===== src/rtl/cache_pkg.sv =====
// Shared definitions for the direct-mapped cache and its refill controller:
// controller states, address-field widths and address-field extraction helpers.
package cache_pkg;

   localparam int unsigned INDEX_WIDTH  = 4;
   localparam int unsigned OFFSET_WIDTH = 2;
   localparam int unsigned TAG_WIDTH    = 32 - INDEX_WIDTH - OFFSET_WIDTH;

   typedef enum logic [1:0] {
      IDLE     = 2'd0,
      MEM_WAIT = 2'd1,
      FILL     = 2'd2,
      FLUSH    = 2'd3
   } state_t;

   // Results are returned zero-extended to 32 bits; callers narrow them to
   // their own field width, so a module with a non-default index width still
   // shares these helpers.
   function automatic logic [31:0] get_index(input logic [31:0] addr,
                                             input int unsigned iw = INDEX_WIDTH);
      return (addr >> OFFSET_WIDTH) & ((32'd1 << iw) - 32'd1);
   endfunction

   function automatic logic [31:0] get_tag(input logic [31:0] addr,
                                           input int unsigned iw = INDEX_WIDTH);
      return addr >> (OFFSET_WIDTH + iw);
   endfunction

endpackage


===== src/rtl/cache_refill_ctrl.sv =====
// Miss-handling controller for the direct-mapped cache: refills a missing word
// from main memory and sequences full-cache invalidation sweeps.
module cache_refill_ctrl #(
   parameter int unsigned INDEX_WIDTH = 4,
   parameter int unsigned DATA_WIDTH  = 32,
   parameter int unsigned TAG_WIDTH   = 32 - INDEX_WIDTH - 2,
   parameter int unsigned MEM_TIMEOUT = 255
) (
   input  logic                   iCLK,
   input  logic                   iRST,
   input  logic                   iReq,
   input  logic [31:0]            iAddress,
   input  logic                   iHit,
   input  logic                   iFlush,
   output logic                   oMemReq,
   output logic [31:0]            oMemAddr,
   input  logic                   iMemValid,
   input  logic [DATA_WIDTH-1:0]  iMemData,
   output logic                   oFillEn,
   output logic [INDEX_WIDTH-1:0] oFillIndex,
   output logic [TAG_WIDTH-1:0]   oFillTag,
   output logic [DATA_WIDTH-1:0]  oFillData,
   output logic                   oInvEn,
   output logic                   oRespValid,
   output logic [DATA_WIDTH-1:0]  oRespData,
   output logic                   oStall,
   output logic                   oError
);

   import cache_pkg::*;

   localparam int unsigned WAIT_W = (MEM_TIMEOUT < 2) ? 1 : $clog2(MEM_TIMEOUT + 1);
   localparam logic [WAIT_W-1:0]      WAIT_LAST  = WAIT_W'(MEM_TIMEOUT - 1);
   localparam logic [INDEX_WIDTH-1:0] LAST_INDEX = '1;

   state_t                 state;
   state_t                 state_nx;
   logic [WAIT_W-1:0]      wait_cnt;
   logic [INDEX_WIDTH-1:0] flush_cnt;
   logic                   pending;
   logic [31:0]            addr_q;
   logic [DATA_WIDTH-1:0]  data_q;

   always_ff @(posedge iCLK) begin
      if (iRST) begin
         state     <= IDLE;
         wait_cnt  <= '0;
         flush_cnt <= '0;
         pending   <= 1'b0;
         addr_q    <= '0;
         data_q    <= '0;
      end else begin
         state <= state_nx;
         case (state)
            IDLE: begin
               if (iFlush || pending) begin
                  pending   <= 1'b0;
                  flush_cnt <= '0;
               end else if (iReq && !iHit) begin
                  addr_q   <= iAddress;
                  wait_cnt <= '0;
               end
            end
            MEM_WAIT: begin
               wait_cnt <= wait_cnt + WAIT_W'(1);
               if (iMemValid) data_q <= iMemData;
               if (iFlush)    pending <= 1'b1;
            end
            FILL: begin
               if (iFlush) pending <= 1'b1;
            end
            FLUSH: begin
               flush_cnt <= flush_cnt + INDEX_WIDTH'(1);
            end
            default: ;
         endcase
      end
   end

   always_comb begin
      state_nx   = state;
      oMemReq    = 1'b0;
      oMemAddr   = '0;
      oFillEn    = 1'b0;
      oFillIndex = '0;
      oFillTag   = '0;
      oFillData  = '0;
      oInvEn     = 1'b0;
      oRespValid = 1'b0;
      oRespData  = '0;
      oStall     = 1'b0;
      oError     = 1'b0;
      case (state)
         IDLE: begin
            // Stall combinationally so the missing instruction never advances.
            oStall = (iReq && !iHit) || iFlush || pending;
            if (iFlush || pending)  state_nx = FLUSH;
            else if (iReq && !iHit) state_nx = MEM_WAIT;
         end
         MEM_WAIT: begin
            oStall   = 1'b1;
            oMemReq  = 1'b1;
            oMemAddr = {addr_q[31:2], 2'b00};
            if (iMemValid) begin
               state_nx = FILL;
            end else if (wait_cnt == WAIT_LAST) begin
               oError   = 1'b1;
               state_nx = IDLE;
            end
         end
         FILL: begin
            oStall     = 1'b1;
            oFillEn    = 1'b1;
            oFillIndex = INDEX_WIDTH'(get_index(addr_q, INDEX_WIDTH));
            oFillTag   = TAG_WIDTH'(get_tag(addr_q, INDEX_WIDTH));
            oFillData  = data_q;
            oRespValid = 1'b1;
            oRespData  = data_q;
            state_nx   = IDLE;
         end
         FLUSH: begin
            oStall     = 1'b1;
            oInvEn     = 1'b1;
            oFillIndex = flush_cnt;
            if (flush_cnt == LAST_INDEX) state_nx = IDLE;
         end
         default: state_nx = IDLE;
      endcase
   end

   a_fill_inv_exclusive: assert property (@(posedge iCLK) !(oFillEn && oInvEn));

endmodule


===== config.mk =====
export PLATFORM = sky130hd
export DESIGN_NAME = cache_refill_ctrl
export DESIGN_NICKNAME = d
export VERILOG_FILES = /design/src/rtl/cache_pkg.sv /design/src/rtl/cache_refill_ctrl.sv
export SDC_FILE = /design/constraint.sdc
export NUM_CORES = 1
export LEC_CHECK = 0
export ABC_AREA = 0
export BUFFER_PORTS_ARGS = -buffer_cell sky130_fd_sc_hd__buf_2
export CORE_ASPECT_RATIO = 0.6
export CORE_MARGIN = 2
export CORE_UTILIZATION = 45
export CTS_BUF_LIST = sky130_fd_sc_hd__clkbuf_8
export DETAILED_ROUTE_END_ITERATION = 7
export GPL_ROUTABILITY_DRIVEN = 0
export GPL_TIMING_DRIVEN = 1
export PLACE_DENSITY = 0.89
export SKIP_LAST_GASP = 1
export SLEW_MARGIN = 5
export SYNTH_ARGS = -nofsm -noshare
export SYNTH_HDL_FRONTEND = slang
export SYNTH_SLANG_ARGS = --single-unit
export TNS_END_PERCENT = 5

===== constraint.sdc =====
create_clock -name iCLK -period 1.9 [get_ports iCLK]
set_input_delay 0.38 -clock iCLK [delete_from_list [all_inputs] [get_ports iCLK]]
set_output_delay 0.38 -clock iCLK [all_outputs]
set_load 0.005 [all_outputs]

### Word level (Yosys, flattened, before mapping)

Cells that the tools add are included.
Widths: inputs -> output; s select.

* add/subtract/negate cells: 2
* multiply operators: 0
* divide/modulo/power cells: 0
* order comparisons: 0
* eq/ne operators: 12
* shift operators: 0
* multiplexer cells: 25
* bitwise logic cells: 1
* reduce and logical (&&, ||, !) cells: 17

Operators with widths (count)
* $mux 32: 2
* $mux 26: 1
* $mux 8: 2
* $pmux 4 s2: 2
* $pmux 8 s2: 1
* $reduce_and 3->1: 4
* $mux 2: 5
* $add 8x1->8 const B: 1
* $eq 8x8->1 const B: 1
* $mux 1: 8
* $ne 2x2->1 const B: 4
* $pmux 2 s4: 1
* $ne 3x3->1 const B: 2
* $reduce_bool 2->1: 3
* $add 4x1->4 const B: 1
* $eq 2x2->1 const B: 2
* $eq 4x4->1 const B: 1
* $mux 4: 1
* $pmux 1 s2: 2
* $reduce_and 2->1: 2
* $logic_or 1x1->1: 3
* $reduce_or 3->1: 1
* $eq 2x1->1 const B: 1
* $logic_not 2->1: 1
* other kinds (5): 5

* flip-flop bits (word level): 79
* latch bits: 0
* bits in writable memories: 0
* bits in read-only memories: 0
* input port bits: 70
* output and inout bits: 132
* word-level logic and storage cells: 63
* memories kept: 0

### Depth between registers and ports, before layout

* word-level depth: 5
* gate-level depth with buffers: 7
* gate-level depth less buffers: 6

### Worst setup path before layout

OpenSTA, ideal clock, no wires.

* kind: register -> register
* start point: reg state[0]
* end point: reg wait_cnt[7]
* library setup time: 0.066 ns
* arrival time: 1.686 ns
* required time: 1.834 ns
* slack: 0.148 ns
* stages on the path, launching flop included: 7
* buffers on the path: 0
* period minus slack after synthesis: 1.752 ns
* path through: dfxtp_1 -> inv_1 -> ha_1 -> nor3b_4 -> a22oi_4 -> or4_4 -> a21oi_2

* word-level cells in the longest chain between the ends: 3
* elaborated cells between the ends (all ways): 7
* those cells by class: eq/ne (3); mux (1); reduce/logical (3)

RTL lines
* start: declaration: line cache_refill_ctrl.sv:36 `state_t state;`
* start signal: assignment: line cache_refill_ctrl.sv:53 `state <= state_nx;`
* $eq 2x1->1 / $logic_not 2->1 (equally long branches): line cache_refill_ctrl.sv:54 `case (state)`
* $reduce_bool 2->1 (no line) / $ne 2x2->1 (equally long branches)
* $reduce_and 3->1 (no line)
* end signal: assignment: line cache_refill_ctrl.sv:65 `wait_cnt <= wait_cnt + WAIT_W'(1);`
* end: declaration: line cache_refill_ctrl.sv:38 `logic [WAIT_W-1:0] wait_cnt;`

Several ways; a longest one is shown, not always the timed one.
A chain may end at the register's enable or synchronous reset.

### Worst setup path in the final report

* start point: reg state[0]
* end point: out oFillData[15]

* word-level cells in the longest chain between the ends: 2

RTL lines
* $eq 2x2->1: line cache_refill_ctrl.sv:93 `case (state)`
* $mux 32: line cache_refill_ctrl.sv:93
* end: declaration: line cache_refill_ctrl.sv:22 `output logic [DATA_WIDTH-1:0] oFillData,`

No other way between the ends.

==> results.py <==
metrics = {
    "route": {
        "drt_iter0_drc": 159,
        "drtAntennaViolNets": 0,
        "viasPerCell": 5.05,
        "detailedRoute.firstPassIterationCount": 4,
        "wl_per_cell_um": 13.9,
        "route.detailed.drc": 0,
        "routed-via-count": 3999,
        "routed_wl_um": 11000,
    },
    "die": {
        "start_util_pct": 46.1,
        "die_x_um": 124,
        "die_area_mm2": 0.00949,
        "core_mm2": 0.00849,
        "dieHeight_um": 76.3,
        "num_io_pins": 202,
        "rows": 26,
    },
    "placement": {
        "dp_hpwl_um": 7970,
        "port_buffers": 197,
    },
    "hold_path": {
        "worstHoldStart": "iAddress[27]",
        "hold_class": "in2reg",
    },
    "pwr": {
        "p_leak_nw": 2.54,
        "worst_ir_drop_vdd_mv": 0.402,
        "power_density_mw_per_mm2": 916,
    },
    "clock_network": {
        "clk-insertion-delay-late_ps": 350,
        "clock_path_buffers": 2,
        "cts_root_buf": "clkbuf_8",
        "cts_max_level": 3,
        "cts_tree": "built",
        "numCtsBuffers": 9,
        "clock-sinks": 77,
        "ctsHoldBuffers": 0,
        "clk_pin_slew_ps": 80,
    },
    "global_route": {
        "grt_pass1_wl_um": 17800,
        "gr-usage-met1_pct": 26.3,
        "antenna_found_initial": 0,
        "grt-ovfl-total": 0,
        "grt.total_usage_pct": 22.8,
        "grt_pass1_vias": 3755,
        "met3_usage_pct": 7.79,
        "grt_util_met2_pct": 40.0,
        "grt_max_degree": 33,
        "busiest_layer": "met2",
    },
    "timing": {
        "slew_viol_final": 0,
        "finalSetupViolCount": 26,
        "clock.fmax_mhz": 522,
        "worst_pin_slew_ps": 506,
        "period_share_pct": 101,
        "fin_crit_ps": 1910,
        "whs_ps": 262,
        "max_slew_margin_pct": 66.3,
        "finalHoldViolations": 0,
        "fin_worst_skew_ps": 5.42,
        "rsz0062_at_grt": "yes",
        "fin_ws_ps": -14.1,
    },
    "outcome": {
        "violations": "setup timing",
        "outcome": "finished, violations left",
    },
    "logic_synthesis": {
        "synth_top_family_by_area": "simple AND/OR/NAND/NOR gates",
        "synth_edf_count": 0,
        "synth_fa_ha_area_share_pct": 2.56,
        "syn_area_mm2": 0.00392,
        "synth_xor_area_share_pct": 0.224,
        "syn_avg_cell_area_um2": 7.63,
        "synth_seq_cells": 77,
        "synth-warning-count": 0,
        "yosys.area.top_type": "dfxtp_1",
        "synthSimpleGateAreaFrac_pct": 32.6,
        "synth_compound_area_share_pct": 14.0,
        "ys_types": 43,
        "synth_mux_area_share_pct": 0.543,
        "async_reset_ff_share_pct": 0,
        "yosys-top-cells-area": "dfxtp_1, and2_1, nand2_1",
        "yosysSeqAreaShare_pct": 39.4,
        "netlist.area_leader.share_pct": 39.4,
        "netlist_instances": 513,
        "synthFlopType": "dfxtp_1",
    },
    "layout": {
        "syn2layout_area_growth_pct": 31.7,
        "antenna_cells": 0,
        "multi_input_area_mm2": 0.00204,
        "nets": 754,
        "layout_commonest_cell": "buf_2",
        "fillCellCount": 724,
        "ff_latch_area_mm2": 0.00155,
        "drive_above_1_share_pct": 39.1,
        "final_core_util_pct": 60.8,
        "layout_common_cells": "buf_2, nand2_1, dfxtp_1",
    },
    "critical_path": {
        "cpMaxStageDelayCell": "dfxtp_4",
        "cp-end-kind": "primary output",
        "crit_path_max_incr_delay_ps": 370,
        "worstSetupPathType": "reg2out",
        "cp.required_ps": 1520,
        "arrival_ps": 1530,
        "startpoint": "state[0]",
        "startpoint_type": "flip-flop",
        "timing.rr.start": "state[1]",
        "worstPathMaxFanout": 19,
        "crit_chain": "inv_4, ha_4, buf_12, buf_12, and2_1, buf_2",
        "cp_common_cell": "buf_12",
    },
    "job": {
        "maxCapViolations": 0,
    },
}
registers in the layout (all words and copies together), names as in the netlist:
register	count
state	2
wait_cnt	8
data_q	32
addr_q	30
pending	1
flush_cnt	4
per-layer routing:
metal  up-vias  routed length [um]
li1       1955                   -
met1      1850                4520
met2       175                5420
met3        19                 853
met4         0                 208
met5         -                   0
Yosys cell counts, drive strengths merged (2+ instances only):
master / count
and2: 90
dfxtp: 77
clkbuf: 28
nand2b: 3
buf: 39
nand3: 5
ha: 8
a21oi: 71
a32oi: 2
or4: 2
nor3: 2
nand2: 133
nor3b: 3
o21ai: 6
nor2: 7
inv: 7
o31ai: 4
a22o: 5
nand3b: 2
logic make-up after synthesis:
logic type / after synthesis
AOI/OAI and AO/OA: 94
xor gates and xnor gates: 1
adders and majority gates: 8
buffers and inverters: 74
DFF: 77
muxes: 2
other: 1
and+or+nand+nor: 256
power by group:
part / switching (mW) / internal [mW] / total [mW]
Clock: 0.580 / 0.629 / 1.21
Combinational: 0.929 / 0.693 / 1.62
Sequential: 0.112 / 1.78 / 1.90
Total: 1.62 / 3.11 / 4.73
critical path: cells and delay by family (launching register included):
family	cells	cell delay (ps)
buf+inv	4	450
flops	1	370
fa+ha+maj	1	190
simple gates	1	170
cell type report:
type,count,area share [%]
clock buffers,10,2.67
repair buffers,218,23.5
inverters,7,0.558
flip-flops and latches,77,30.0
well taps,112,2.72
clock inverters,5,1.02
multi-input cells,363,39.6
path summary, 6_finish.rpt:
kind / to / slack (ps) / cells past startpoint
worst min-delay path: addr_q[27] / 260 / 3
worst max register to register: wait_cnt[6] / 10 / 6
worst min register to register: data_q[14] / 450 / 2
worst max-delay path: oFillData[15] / -10 / 6
per-stage QoR:
stage          cell area (um2)  power, mW  setup slack, ps  std cells  setup TNS [ps]
3_5_place_dp              4790       3.28             18.4        770               0
4_1_cts                   5120       4.74            -39.9        792            -602
2_1_floorplan             3920       2.78              148        514               0
6_report                  5160       4.73            -14.1        792            -141
5_1_grt                   5160       5.03            -76.7        792           -4060
3_3_place_gp              4790       3.19              134        770               0
repair_timing:
item                                    in CTS  in global routing
setup buffers                                5                  0
resized for setup                           14                 20
hold endpoints to repair                     0                  0
cloned                                       2                  0
endpoints found under the setup margin     115                 99
pin swaps                                    1                  0
No activity file was read; power rests on OpenSTA's default activity.
